$ cat config.mk
export PLATFORM = sky130hd
export DESIGN_NAME = trap_ctrl_flat
export DESIGN_NICKNAME = d
export VERILOG_FILES = /design/src/rtl/trap_pkg.sv /design/src/rtl/trap_ctrl_if.sv /design/src/rtl/trap_ctrl_mtimer.sv /design/src/rtl/trap_ctrl.sv /design/src/flat_wrapper.sv
export SDC_FILE = /design/constraint.sdc
export NUM_CORES = 1
export LEC_CHECK = 0
export ABC_AREA = 1
export CAP_MARGIN = 25
export CORE_MARGIN = 8
export CORE_UTILIZATION = 45
export CTS_BUF_LIST = sky130_fd_sc_hd__clkbuf_4
export DETAILED_ROUTE_END_ITERATION = 7
export HOLD_SLACK_MARGIN = 0.05
export PLACE_DENSITY = 0.81
export SLEW_MARGIN = 20
export SYNTH_ARGS = -nofsm -noshare
export SYNTH_HDL_FRONTEND = slang
export SYNTH_HIERARCHICAL = 1
export SYNTH_SLANG_ARGS = --single-unit
$ cat constraint.sdc
create_clock -name clk -period 4.3 [get_ports clk]
set_input_delay 1.075 -clock clk [delete_from_list [all_inputs] [get_ports clk]]
set_output_delay 1.075 -clock clk [all_outputs]
set_load 0.005 [all_outputs]
$ cat src/rtl/trap_pkg.sv
// ============================================================================
// Module   : trap_pkg
// Brief    : Shared types and constants for the trap sequencer.
// Revision : 1.0
// ============================================================================
`default_nettype none
`timescale 1ns/1ps

package trap_pkg;

    typedef enum logic [2:0] {
        ST_IDLE      = 3'd0,
        ST_WR_EPC    = 3'd1,
        ST_WR_CAUSE  = 3'd2,
        ST_WR_STATUS = 3'd3,
        ST_REDIRECT  = 3'd4,
        ST_MR_STATUS = 3'd5,
        ST_MR_REDIR  = 3'd6
    } state_t;

    localparam logic [11:0] CSR_MSTATUS = 12'h300;
    localparam logic [11:0] CSR_MIE     = 12'h304;
    localparam logic [11:0] CSR_MTVEC   = 12'h305;
    localparam logic [11:0] CSR_MEPC    = 12'h341;
    localparam logic [11:0] CSR_MCAUSE  = 12'h342;
    localparam logic [11:0] CSR_MIP     = 12'h344;

    localparam int MIE_BIT  = 3;
    localparam int MPIE_BIT = 7;
    localparam int MPP_LO   = 11;

    localparam logic [4:0] CAUSE_MTI = 5'd7;
    localparam logic [4:0] CAUSE_MEI = 5'd11;

endpackage

`default_nettype wire

$ cat src/rtl/trap_ctrl_if.sv
// ============================================================================
// Module   : trap_ctrl_if
// Brief    : Pipeline/CSR-file side bundle of the trap sequencer.
//            master = trap_ctrl, slave = pipeline and CSR file.
// Revision : 1.0
// ============================================================================
`default_nettype none
`timescale 1ns/1ps

interface trap_ctrl_if #(
    parameter int XLEN = 32
);
    logic            ext_irq;
    logic [XLEN-1:0] pc;
    logic            mret;
    logic [XLEN-1:0] mie;
    logic [XLEN-1:0] mstatus;
    logic [XLEN-1:0] mtvec;
    logic [XLEN-1:0] mepc;
    logic            mtimecmp_wr;
    logic [XLEN-1:0] mtimecmp_data;
    logic            csr_wr_en;
    logic [11:0]     csr_wr_addr;
    logic [XLEN-1:0] csr_wr_data;
    logic            stall;
    logic            pc_redirect;
    logic [XLEN-1:0] redirect_pc;
    logic [XLEN-1:0] mtime;

    modport master (
        input  ext_irq, pc, mret, mie, mstatus, mtvec, mepc,
               mtimecmp_wr, mtimecmp_data,
        output csr_wr_en, csr_wr_addr, csr_wr_data, stall,
               pc_redirect, redirect_pc, mtime
    );

    modport slave (
        output ext_irq, pc, mret, mie, mstatus, mtvec, mepc,
               mtimecmp_wr, mtimecmp_data,
        input  csr_wr_en, csr_wr_addr, csr_wr_data, stall,
               pc_redirect, redirect_pc, mtime
    );
endinterface

`default_nettype wire

$ cat src/rtl/trap_ctrl_mtimer.sv
// ============================================================================
// Module   : mtimer
// Brief    : Free-running mtime counter, mtimecmp register and compare.
// Revision : 1.0
// ============================================================================
`default_nettype none
`timescale 1ns/1ps

module mtimer #(
    parameter int              XLEN         = 32,
    parameter logic [XLEN-1:0] MTIMECMP_RST = 32'hFFFF_FFFF
) (
    input  wire logic            clk,
    input  wire logic            rst,
    input  wire logic            i_cmp_wr,
    input  wire logic [XLEN-1:0] i_cmp_data,
    output logic      [XLEN-1:0] o_mtime,
    output logic                 o_tmr_ge
);

    logic [XLEN-1:0] r_mtime;
    logic [XLEN-1:0] r_mtimecmp;

    always_ff @(posedge clk or posedge rst) begin
        if (rst) begin
            r_mtime    <= '0;
            r_mtimecmp <= MTIMECMP_RST;
        end else begin
            r_mtime <= r_mtime + 1'b1;
            if (i_cmp_wr) begin
                r_mtimecmp <= i_cmp_data;
            end
        end
    end

    assign o_mtime  = r_mtime;
    assign o_tmr_ge = (r_mtime >= r_mtimecmp);

endmodule

`default_nettype wire

$ cat src/rtl/trap_ctrl.sv
// ============================================================================
// Module   : trap_ctrl
// Brief    : Interrupt/trap sequencer feeding the CSR write port and fetch
//            redirect. Optional macro VECTORED_TRAP_EN enables vectored mtvec.
// Revision : 1.0
// ============================================================================
`default_nettype none
`timescale 1ns/1ps

module trap_ctrl
    import trap_pkg::*;
#(
    parameter int              XLEN         = 32,
    parameter logic [XLEN-1:0] MTIMECMP_RST = 32'hFFFF_FFFF
) (
    input  wire logic    clk,
    input  wire logic    rst,
    trap_ctrl_if.master  bus
);

    state_t          r_state;
    logic            r_ext_s1;
    logic            r_ext_s2;
    logic [4:0]      r_cause_q;
    logic [XLEN-1:0] r_mstatus_q;
    logic            r_csr_wr_en;
    logic [11:0]     r_csr_wr_addr;
    logic [XLEN-1:0] r_csr_wr_data;
    logic            r_pc_redirect;
    logic [XLEN-1:0] r_redirect_pc;

    logic [XLEN-1:0] w_mtime;
    logic            w_tmr_ge;
    logic            w_ext_pend;
    logic            w_tmr_pend;
    logic            w_take;
    logic [4:0]      w_cause;
    logic [XLEN-1:0] w_trap_status;
    logic [XLEN-1:0] w_mret_status;
    logic [XLEN-1:0] w_trap_base;
    logic [XLEN-1:0] w_trap_target;
    logic            w_unused;

    mtimer #(
        .XLEN         (XLEN),
        .MTIMECMP_RST (MTIMECMP_RST)
    ) u_mtimer (
        .clk        (clk),
        .rst        (rst),
        .i_cmp_wr   (bus.mtimecmp_wr),
        .i_cmp_data (bus.mtimecmp_data),
        .o_mtime    (w_mtime),
        .o_tmr_ge   (w_tmr_ge)
    );

    assign w_ext_pend = r_ext_s2 & bus.mie[CAUSE_MEI];
    assign w_tmr_pend = w_tmr_ge & bus.mie[CAUSE_MTI];
    assign w_take     = bus.mstatus[MIE_BIT] & (w_ext_pend | w_tmr_pend);
    assign w_cause    = w_ext_pend ? CAUSE_MEI : CAUSE_MTI;

    always_comb begin
        w_trap_status                     = r_mstatus_q;
        w_trap_status[MPIE_BIT]           = r_mstatus_q[MIE_BIT];
        w_trap_status[MIE_BIT]            = 1'b0;
        w_trap_status[MPP_LO+1:MPP_LO]    = 2'b11;
    end

    always_comb begin
        w_mret_status           = bus.mstatus;
        w_mret_status[MIE_BIT]  = bus.mstatus[MPIE_BIT];
        w_mret_status[MPIE_BIT] = 1'b1;
    end

    assign w_trap_base = {bus.mtvec[XLEN-1:2], 2'b00};

`ifdef VECTORED_TRAP_EN
    assign w_trap_target = (bus.mtvec[1:0] == 2'b01)
                         ? w_trap_base + (XLEN'(r_cause_q) << 2)
                         : w_trap_base;
`else
    assign w_trap_target = w_trap_base;
`endif

    assign w_unused = ^{bus.mie, bus.mtvec[1:0]};

    // Outputs are registered on entry to each state, so they line up with it.
    always_ff @(posedge clk or posedge rst) begin
        if (rst) begin
            r_state       <= ST_IDLE;
            r_ext_s1      <= 1'b0;
            r_ext_s2      <= 1'b0;
            r_cause_q     <= '0;
            r_mstatus_q   <= '0;
            r_csr_wr_en   <= 1'b0;
            r_csr_wr_addr <= '0;
            r_csr_wr_data <= '0;
            r_pc_redirect <= 1'b0;
            r_redirect_pc <= '0;
        end else begin
            r_ext_s1      <= bus.ext_irq;
            r_ext_s2      <= r_ext_s1;
            r_csr_wr_en   <= 1'b0;
            r_csr_wr_addr <= '0;
            r_csr_wr_data <= '0;
            r_pc_redirect <= 1'b0;
            r_redirect_pc <= '0;
            case (r_state)
                ST_IDLE: begin
                    // A taken interrupt beats a coincident mret; the mret PC
                    // becomes mepc so it re-executes after the handler.
                    if (w_take) begin
                        r_cause_q     <= w_cause;
                        r_mstatus_q   <= bus.mstatus;
                        r_state       <= ST_WR_EPC;
                        r_csr_wr_en   <= 1'b1;
                        r_csr_wr_addr <= CSR_MEPC;
                        r_csr_wr_data <= bus.pc;
                    end else if (bus.mret) begin
                        r_state       <= ST_MR_STATUS;
                        r_csr_wr_en   <= 1'b1;
                        r_csr_wr_addr <= CSR_MSTATUS;
                        r_csr_wr_data <= w_mret_status;
                    end
                end
                ST_WR_EPC: begin
                    r_state       <= ST_WR_CAUSE;
                    r_csr_wr_en   <= 1'b1;
                    r_csr_wr_addr <= CSR_MCAUSE;
                    r_csr_wr_data <= {1'b1, (XLEN-1)'(r_cause_q)};
                end
                ST_WR_CAUSE: begin
                    r_state       <= ST_WR_STATUS;
                    r_csr_wr_en   <= 1'b1;
                    r_csr_wr_addr <= CSR_MSTATUS;
                    r_csr_wr_data <= w_trap_status;
                end
                ST_WR_STATUS: begin
                    r_state       <= ST_REDIRECT;
                    r_pc_redirect <= 1'b1;
                    r_redirect_pc <= w_trap_target;
                end
                ST_MR_STATUS: begin
                    r_state       <= ST_MR_REDIR;
                    r_pc_redirect <= 1'b1;
                    r_redirect_pc <= bus.mepc;
                end
                default: begin
                    r_state <= ST_IDLE;
                end
            endcase
        end
    end

    assign bus.stall       = (r_state != ST_IDLE);
    assign bus.mtime       = w_mtime;
    assign bus.csr_wr_en   = r_csr_wr_en;
    assign bus.csr_wr_addr = r_csr_wr_addr;
    assign bus.csr_wr_data = r_csr_wr_data;
    assign bus.pc_redirect = r_pc_redirect;
    assign bus.redirect_pc = r_redirect_pc;

endmodule

`default_nettype wire

$ cat src/flat_wrapper.sv
// flat-port wrapper written by rule: the top's interface ports become plain ports
module trap_ctrl_flat import trap_pkg::*;
#(
    parameter int              XLEN         = 32,
    parameter logic [XLEN-1:0] MTIMECMP_RST = 32'hFFFF_FFFF
)
  (clk, rst, bus_ext_irq, bus_pc, bus_mret, bus_mie, bus_mstatus, bus_mtvec, bus_mepc, bus_mtimecmp_wr, bus_mtimecmp_data, bus_csr_wr_en, bus_csr_wr_addr, bus_csr_wr_data, bus_stall, bus_pc_redirect, bus_redirect_pc, bus_mtime);
  trap_ctrl_if #(.XLEN(XLEN)) bus_i ();
  input  wire logic clk;
  input  wire logic rst;
  input wire logic [$bits(bus_i.ext_irq)-1:0] bus_ext_irq;
  input wire logic [$bits(bus_i.pc)-1:0] bus_pc;
  input wire logic [$bits(bus_i.mret)-1:0] bus_mret;
  input wire logic [$bits(bus_i.mie)-1:0] bus_mie;
  input wire logic [$bits(bus_i.mstatus)-1:0] bus_mstatus;
  input wire logic [$bits(bus_i.mtvec)-1:0] bus_mtvec;
  input wire logic [$bits(bus_i.mepc)-1:0] bus_mepc;
  input wire logic [$bits(bus_i.mtimecmp_wr)-1:0] bus_mtimecmp_wr;
  input wire logic [$bits(bus_i.mtimecmp_data)-1:0] bus_mtimecmp_data;
  output wire logic [$bits(bus_i.csr_wr_en)-1:0] bus_csr_wr_en;
  output wire logic [$bits(bus_i.csr_wr_addr)-1:0] bus_csr_wr_addr;
  output wire logic [$bits(bus_i.csr_wr_data)-1:0] bus_csr_wr_data;
  output wire logic [$bits(bus_i.stall)-1:0] bus_stall;
  output wire logic [$bits(bus_i.pc_redirect)-1:0] bus_pc_redirect;
  output wire logic [$bits(bus_i.redirect_pc)-1:0] bus_redirect_pc;
  output wire logic [$bits(bus_i.mtime)-1:0] bus_mtime;
  assign bus_i.ext_irq = bus_ext_irq;
  assign bus_i.pc = bus_pc;
  assign bus_i.mret = bus_mret;
  assign bus_i.mie = bus_mie;
  assign bus_i.mstatus = bus_mstatus;
  assign bus_i.mtvec = bus_mtvec;
  assign bus_i.mepc = bus_mepc;
  assign bus_i.mtimecmp_wr = bus_mtimecmp_wr;
  assign bus_i.mtimecmp_data = bus_mtimecmp_data;
  assign bus_csr_wr_en = bus_i.csr_wr_en;
  assign bus_csr_wr_addr = bus_i.csr_wr_addr;
  assign bus_csr_wr_data = bus_i.csr_wr_data;
  assign bus_stall = bus_i.stall;
  assign bus_pc_redirect = bus_i.pc_redirect;
  assign bus_redirect_pc = bus_i.redirect_pc;
  assign bus_mtime = bus_i.mtime;
  trap_ctrl #(.XLEN(XLEN), .MTIMECMP_RST(MTIMECMP_RST)) u_core (.clk(clk), .rst(rst), .bus(bus_i));
endmodule
# Word level (Yosys, flattened, before mapping)
# Index checks and enable logic that the tools add are counted.
# Widths: inputs -> output; s select.
# word_totals
register_bits,184
word_cells,43
inputBits,197
# op_classes
n_bitwise,4
eq_ne,5
addsub,1
mux,15
reduce_logical,5
magnitude_cmp,1
# op_table
op,count
$pmux 32 s3,1
$mux 32,2
$pmux 32 s2,1
$pmux 12 s3,1
$add 32x1->32 const B,1
$ge 32x32->1,1
$pmux 3 s5,1
$mux 12,1
$mux 10,1
$eq 3x2->1 const B,2
$mux 3,2
$mux 4,1
$reduce_or 2->1,2
$and 1x1->1,3
$eq 3x1->1 const B,1
$eq 3x3->1 const B,1
$logic_not 3->1,1
$mux 1,3
$ne 3x2->1 const B,1
$reduce_bool 3->1,1
$pmux 1 s2,1
$reduce_and 2->1,1
$or 1x1->1,1

# Depth between registers and ports, before layout
# depth
ltp_word,6
mapped_depth,21

# By module
# The synthesis kept the hierarchy.
# modules_own_cells
module,n_inst,seq_area_each_um2,area_each_um2,cells_each
trap_ctrl,1,2677.6,4799.6,570
mtimer,1,1641.6,3719.8,441

# Worst setup path after synthesis
# No wires, ideal clock.
# synth_timing
path_type,reg2reg
startpoint,register u_core.u_mtimer.r_mtimecmp[15]
endpoint,register u_core.r_cause_q[1]
setup_slack_ns,2.117
period_less_slack_ns,2.183
path_stages_with_launch,16
required_ns,4.173
arrival_ns,2.056
setup_time_ns,0.127
cell_sequence,dfstp_2 -> inv_1 -> ha_1 -> a21o_1 -> nor2_1 -> nand2_1 -> nor2_1 -> nand2_1 -> nand2_1 -> nand2_1 -> nand2_1 -> nand2_1 -> nand2_1 -> nor2_4 -> buf_6 -> or2_2
# synth_via
elab_chain_cells,5
# synth_rtl
element,line_no,text
start: declaration,trap_ctrl_mtimer.sv:22,logic [XLEN-1:0] r_mtimecmp;
start signal: assignment,trap_ctrl_mtimer.sv:31,r_mtimecmp <= i_cmp_data;
$ge 32x32->1,trap_ctrl_mtimer.sv:37,assign o_tmr_ge = (r_mtime >= r_mtimecmp);
via u_core.w_tmr_ge,trap_ctrl.sv:33,logic w_tmr_ge;
$and 1x1->1,trap_ctrl.sv:57,assign w_tmr_pend = w_tmr_ge & bus.mie[CAUSE_MTI];
$or 1x1->1,trap_ctrl.sv:58,assign w_take = bus.mstatus[MIE_BIT] & (w_ext_pend | w_tmr_pend);
$and 1x1->1,trap_ctrl.sv:58,
$reduce_and 2->1 (no line),n/a,
end signal: assignment,trap_ctrl.sv:112,r_cause_q <= w_cause;
end: declaration,trap_ctrl.sv:24,logic [4:0] r_cause_q;
# The timed path passes the listed nets, and every way through them passes these cells.
# A chain may end at the register's enable or synchronous reset.

# Worst setup path after layout
# layout_timing
startpoint,register u_core.u_mtimer.r_mtimecmp[15]
endpoint,register u_core.r_mstatus_q[28]
# layout_via
elab_chain_cells,5
# layout_rtl
element,line_no,text
$ge 32x32->1,trap_ctrl_mtimer.sv:37,
via u_core.w_tmr_ge,trap_ctrl.sv:33,
$and 1x1->1,trap_ctrl.sv:57,
$or 1x1->1,trap_ctrl.sv:58,
$and 1x1->1,trap_ctrl.sv:58,
$reduce_and 2->1 (no line),n/a,
end signal: assignment,trap_ctrl.sv:113,r_mstatus_q <= bus.mstatus;
end: declaration,trap_ctrl.sv:25,logic [XLEN-1:0] r_mstatus_q;
# The timed path passes the listed nets, and every way through them passes these cells.

==> key figures <==
Floorplanning
  • Chip Width: 154 µm
  • Area of the core: around 19000 µm²
  • Starting Density: 0.457
  • Die Ht: between 150 and 200 µm
  • Top-Level Pins: between 300 and 400
  • Area of the die: between 20000 and 25000 µm²
  • Row cnt: 50

Yosys
  • Syn avg cell area: roughly 8.4 µm²
  • Area share of fa/ha/maj cells after synthesis: 0.0485
  • Post-synth top area share: 0.408
  • Post-synthesis cell area: around 8500 µm²
  • Cells taking the most area after synthesis: dfrtp_1 41%, nand2_1 15%, dfstp_2 9.9%
  • Seq/Total Area, Yosys: 0.507
  • Post-synth top area cell: dfrtp_1
  • Synth warn: 6
  • Mux contribution to synthesized area: 0.00132
  • Cells after synthesis: 1011
  • Post-synthesis compound-gate area fraction: 0.0479
  • Synth Area in XOR/XNOR: 0.0286
  • Flop and latch count out of synthesis: roughly 170
  • Post-synth cell types: 36
  • Largest family of logic cells by synthesized area: simple AND/OR/NAND/NOR gates
  • Synth Area in Simple Gates: 0.279

Pwr
  • LEAKAGE: 5.64 nW
  • Worst IR Drop VDD: around 0.19 mV
  • P per Cell Area: a little under 400 nW/µm²
  • Final Power: around 4.6 mW

Setup path
  • WP data arrival: around 3.8 ns
  • Slowest-stage cell, CP: dfstp_2
  • Max stage delay on crit path: between 0.5 and 0.6 ns
  • Crit path cell chain: inv_1 -> ha_1 -> nand2_1 -> nor2_1 -> nand2_1 -> nor2_1 -> nor2_1 -> nand2_1 -> nand2_1 -> nand2_1 -> nand2_1 -> nand2_1 -> nand2_1 -> nor2_4 -> buf_4 -> nand2_1 -> nand2_1
  • Startpoint class of the critical path: register
  • Critical Path End: u_core/r_mstatus_q[28]
  • Critical path class: register to register
  • Crit path max-delay family: simple AND/OR/NAND/NOR gates
  • Worst r2r dst: u_core/r_mstatus_q[28]
  • Critical Path RT: about 4.8 ns
  • FF-to-FF setup slack: 0.98 ns
  • Critical path peak fanout: 55
  • Reg2Reg Depth: 17
  • Worst path depth: 17
  • RR Startpoint: u_core/u_mtimer/r_mtimecmp[15]
  • Most used cell, CP: nand2_1
  • Crit path buffers/inverters: 2
  • Critical Path Sink Type: register
  • CP startpoint: u_core/u_mtimer/r_mtimecmp[15]

Final layout
  • Fill count: around 1.6k
  • Area delta synth->final: 36.1%
  • Share of post-route cells with drive strength above 1: 0.0892
  • Final core occ: 0.622
  • Final nets: 1495

STA
  • Fmax: 301 MHz
  • Final period util: 0.773
  • Setup TNS: 0 ns
  • # setup viols final: 0
  • Tmin final: 3.32 ns
  • Final hold violation count: 0
  • Final worst slack: approximately 0.98 ns
  • Slew Viols, Final: 0
  • Max-slew headroom: 0.416
  • Measured slew at the worst slew-check pin: about 0.88 ns
  • Worst clock skew: 0.0206 ns
  • RSZ-0062 raised after global routing: false

GRT
  • Overall Global Routing Usage: 0.206
  • Initial antenna violation count: 4
  • Vias in the first global route: around 7.3k
  • First-pass GRT wire length: 38.9 mm
  • GRT overflow: 0
  • Pin count of the biggest net entering global routing: between 70 and 80

Run status
  • Outcome: finished, final reports clean

CTS
  • CTS Buf Count: 17
  • CTS resizes: 0
  • CTS sink count: 171
  • CTS tree: built
  • Max clock buf depth: 2
  • H-tree depth: 4
  • Clk slew on worst S/H paths: around 0.16 ns
  • Cts hold-fix bufs: 0
  • Root buffer selected by CTS: clkbuf_4
  • Clk_lat worst skew: 0.55 ns
  • # Post-CTS Setup Buffers: 0

Detailed routing
  • Vias per cell: slightly below 5
  • Drt pass-1 iters: 5
  • Wire per inst: 16.4 µm
  • Post-route ant nets: 0
  • DRC Markers: 0
  • Iteration-0 DRC count of the detailed router: around 550
  • Vias: about 7.5k
  • Routed WL: between 20 and 25 mm

Placed design
  • DP Worst Slack: 1.02 ns
  • RePlAce Congestion: roughly 0.9
  • Port Buffers: about 270
  • Hpwl dp: 18.6 mm

Min path
  • Worst hold path type: register to register

Job
  • Max-cap violations: 0
[metal layers]
| metal | global-route usage | up-vias | share of wire |
|---|---|---|---|
| li1 | - | 3653 | - |
| met1 | 0.259 | 3497 | 0.43 |
| met2 | 0.341 | 310 | 0.48 |
| met3 | 0.0516 | 46 | 0.068 |
| met4 | 0.0658 | 6 | 0.024 |
| met5 | 0 | - | 0.0017 |
[where the power goes]
part           switching [mW]  internal [mW]
combinational           0.770          0.747
clock                   0.639          0.264
sequential              0.171           2.01
[cells in the mapped netlist, drive strengths merged]
cell type and n:
conb 1, buf 32, o21a 1, o21ai 66
nand4 9, inv 120, nand3b 24, nor3 11
ha 33, a21oi 11, mux2 1, dfrtp 139
clkbuf 17, nand2 351, xnor2 9, dfstp 32
nand3 81, a21o 2, or2 2, nor2 51
xor2 18
[metrics by stage]
stage               hold slack (ns)  std cells  cell area [µm²]
floorplan                     0.331       1017             8540
global placement              0.335       1478            11300
detailed placement            0.348       1478            11300
CTS                           0.381       1510            11600
global route                  0.376       1513            11600
finish                        0.377       1513            11600
[kinds of logic (layout without fill, tap and decap cells)]
kind of cell,Yosys count,after routing
AO/OA/AOI/OAI,80,80
XOR/XNOR,27,27
adder cells (fa/ha/maj),33,33
buffers and inverters,169,430
flip-flops,171,171
multiplexers,1,1
other,1,8
AND/OR/NAND/NOR,529,529
[registers in the layout, summed over array words and instances, names as in the netlist, 3 cells and up]
name                        flops
u_core/r_mstatus_q             29
u_core/bus.csr_wr_data         32
u_core/r_cause_q                3
u_core/bus.redirect_pc         32
u_core/u_mtimer/r_mtimecmp     32
u_core/r_state                  3
u_core/bus.csr_wr_addr          4
u_core/u_mtimer/o_mtime        32
[worst min path at each step]
| stage | from | endpoint | depth (start not counted) | slack (ns) |
|---|---|---|---|---|
| after floorplan | u_core/r_ext_s1 | u_core/r_ext_s2 | 0 | 0.33 |
| after global placement | u_core/r_ext_s1 | u_core/r_ext_s2 | 0 | 0.33 |
| after detailed placement | u_core/r_ext_s1 | u_core/r_ext_s2 | 0 | 0.35 |
| after CTS | u_core/r_ext_s1 | u_core/r_ext_s2 | 0 | 0.38 |
| after global routing | u_core/r_ext_s1 | u_core/r_ext_s2 | 0 | 0.38 |
| final | u_core/r_ext_s1 | u_core/r_ext_s2 | 0 | 0.38 |
[layout make-up]
cell class,count,area [µm²],area share
clock inverter,15,143,0.0123
tap,234,293,0.0253
multi-input combinational,677,3480,0.300
antenna,1,2.50,0.000216
clock buffer,17,128,0.0110
timing repair buffer,278,2780,0.239
sequential,171,4320,0.373
inverter,120,453,0.0391
[placed cells by master (no fill, tap or decap), types with 2 or more instances in the layout]
cell,instances
nand2_1,337
clkdlybuf4s50_1,267
dfrtp_1,139
inv_1,115
nand3_1,78
o21ai_0,66
nor2_1,40
ha_1,33
dfstp_2,32
nand3b_1,24
xor2_1,18
clkbuf_4,17
nand2_2,13
a21oi_1,11
nor3_1,9
nand4_1,8
xnor2_1,8
inv_8,7
conb_1,7
buf_4,7
nor2_4,5
nor2_2,5
inv_6,4
inv_2,4
clkinv_4,2
or2_2,2
nand3_4,2
a21o_1,2
Power figures use the tool's default switching activity.
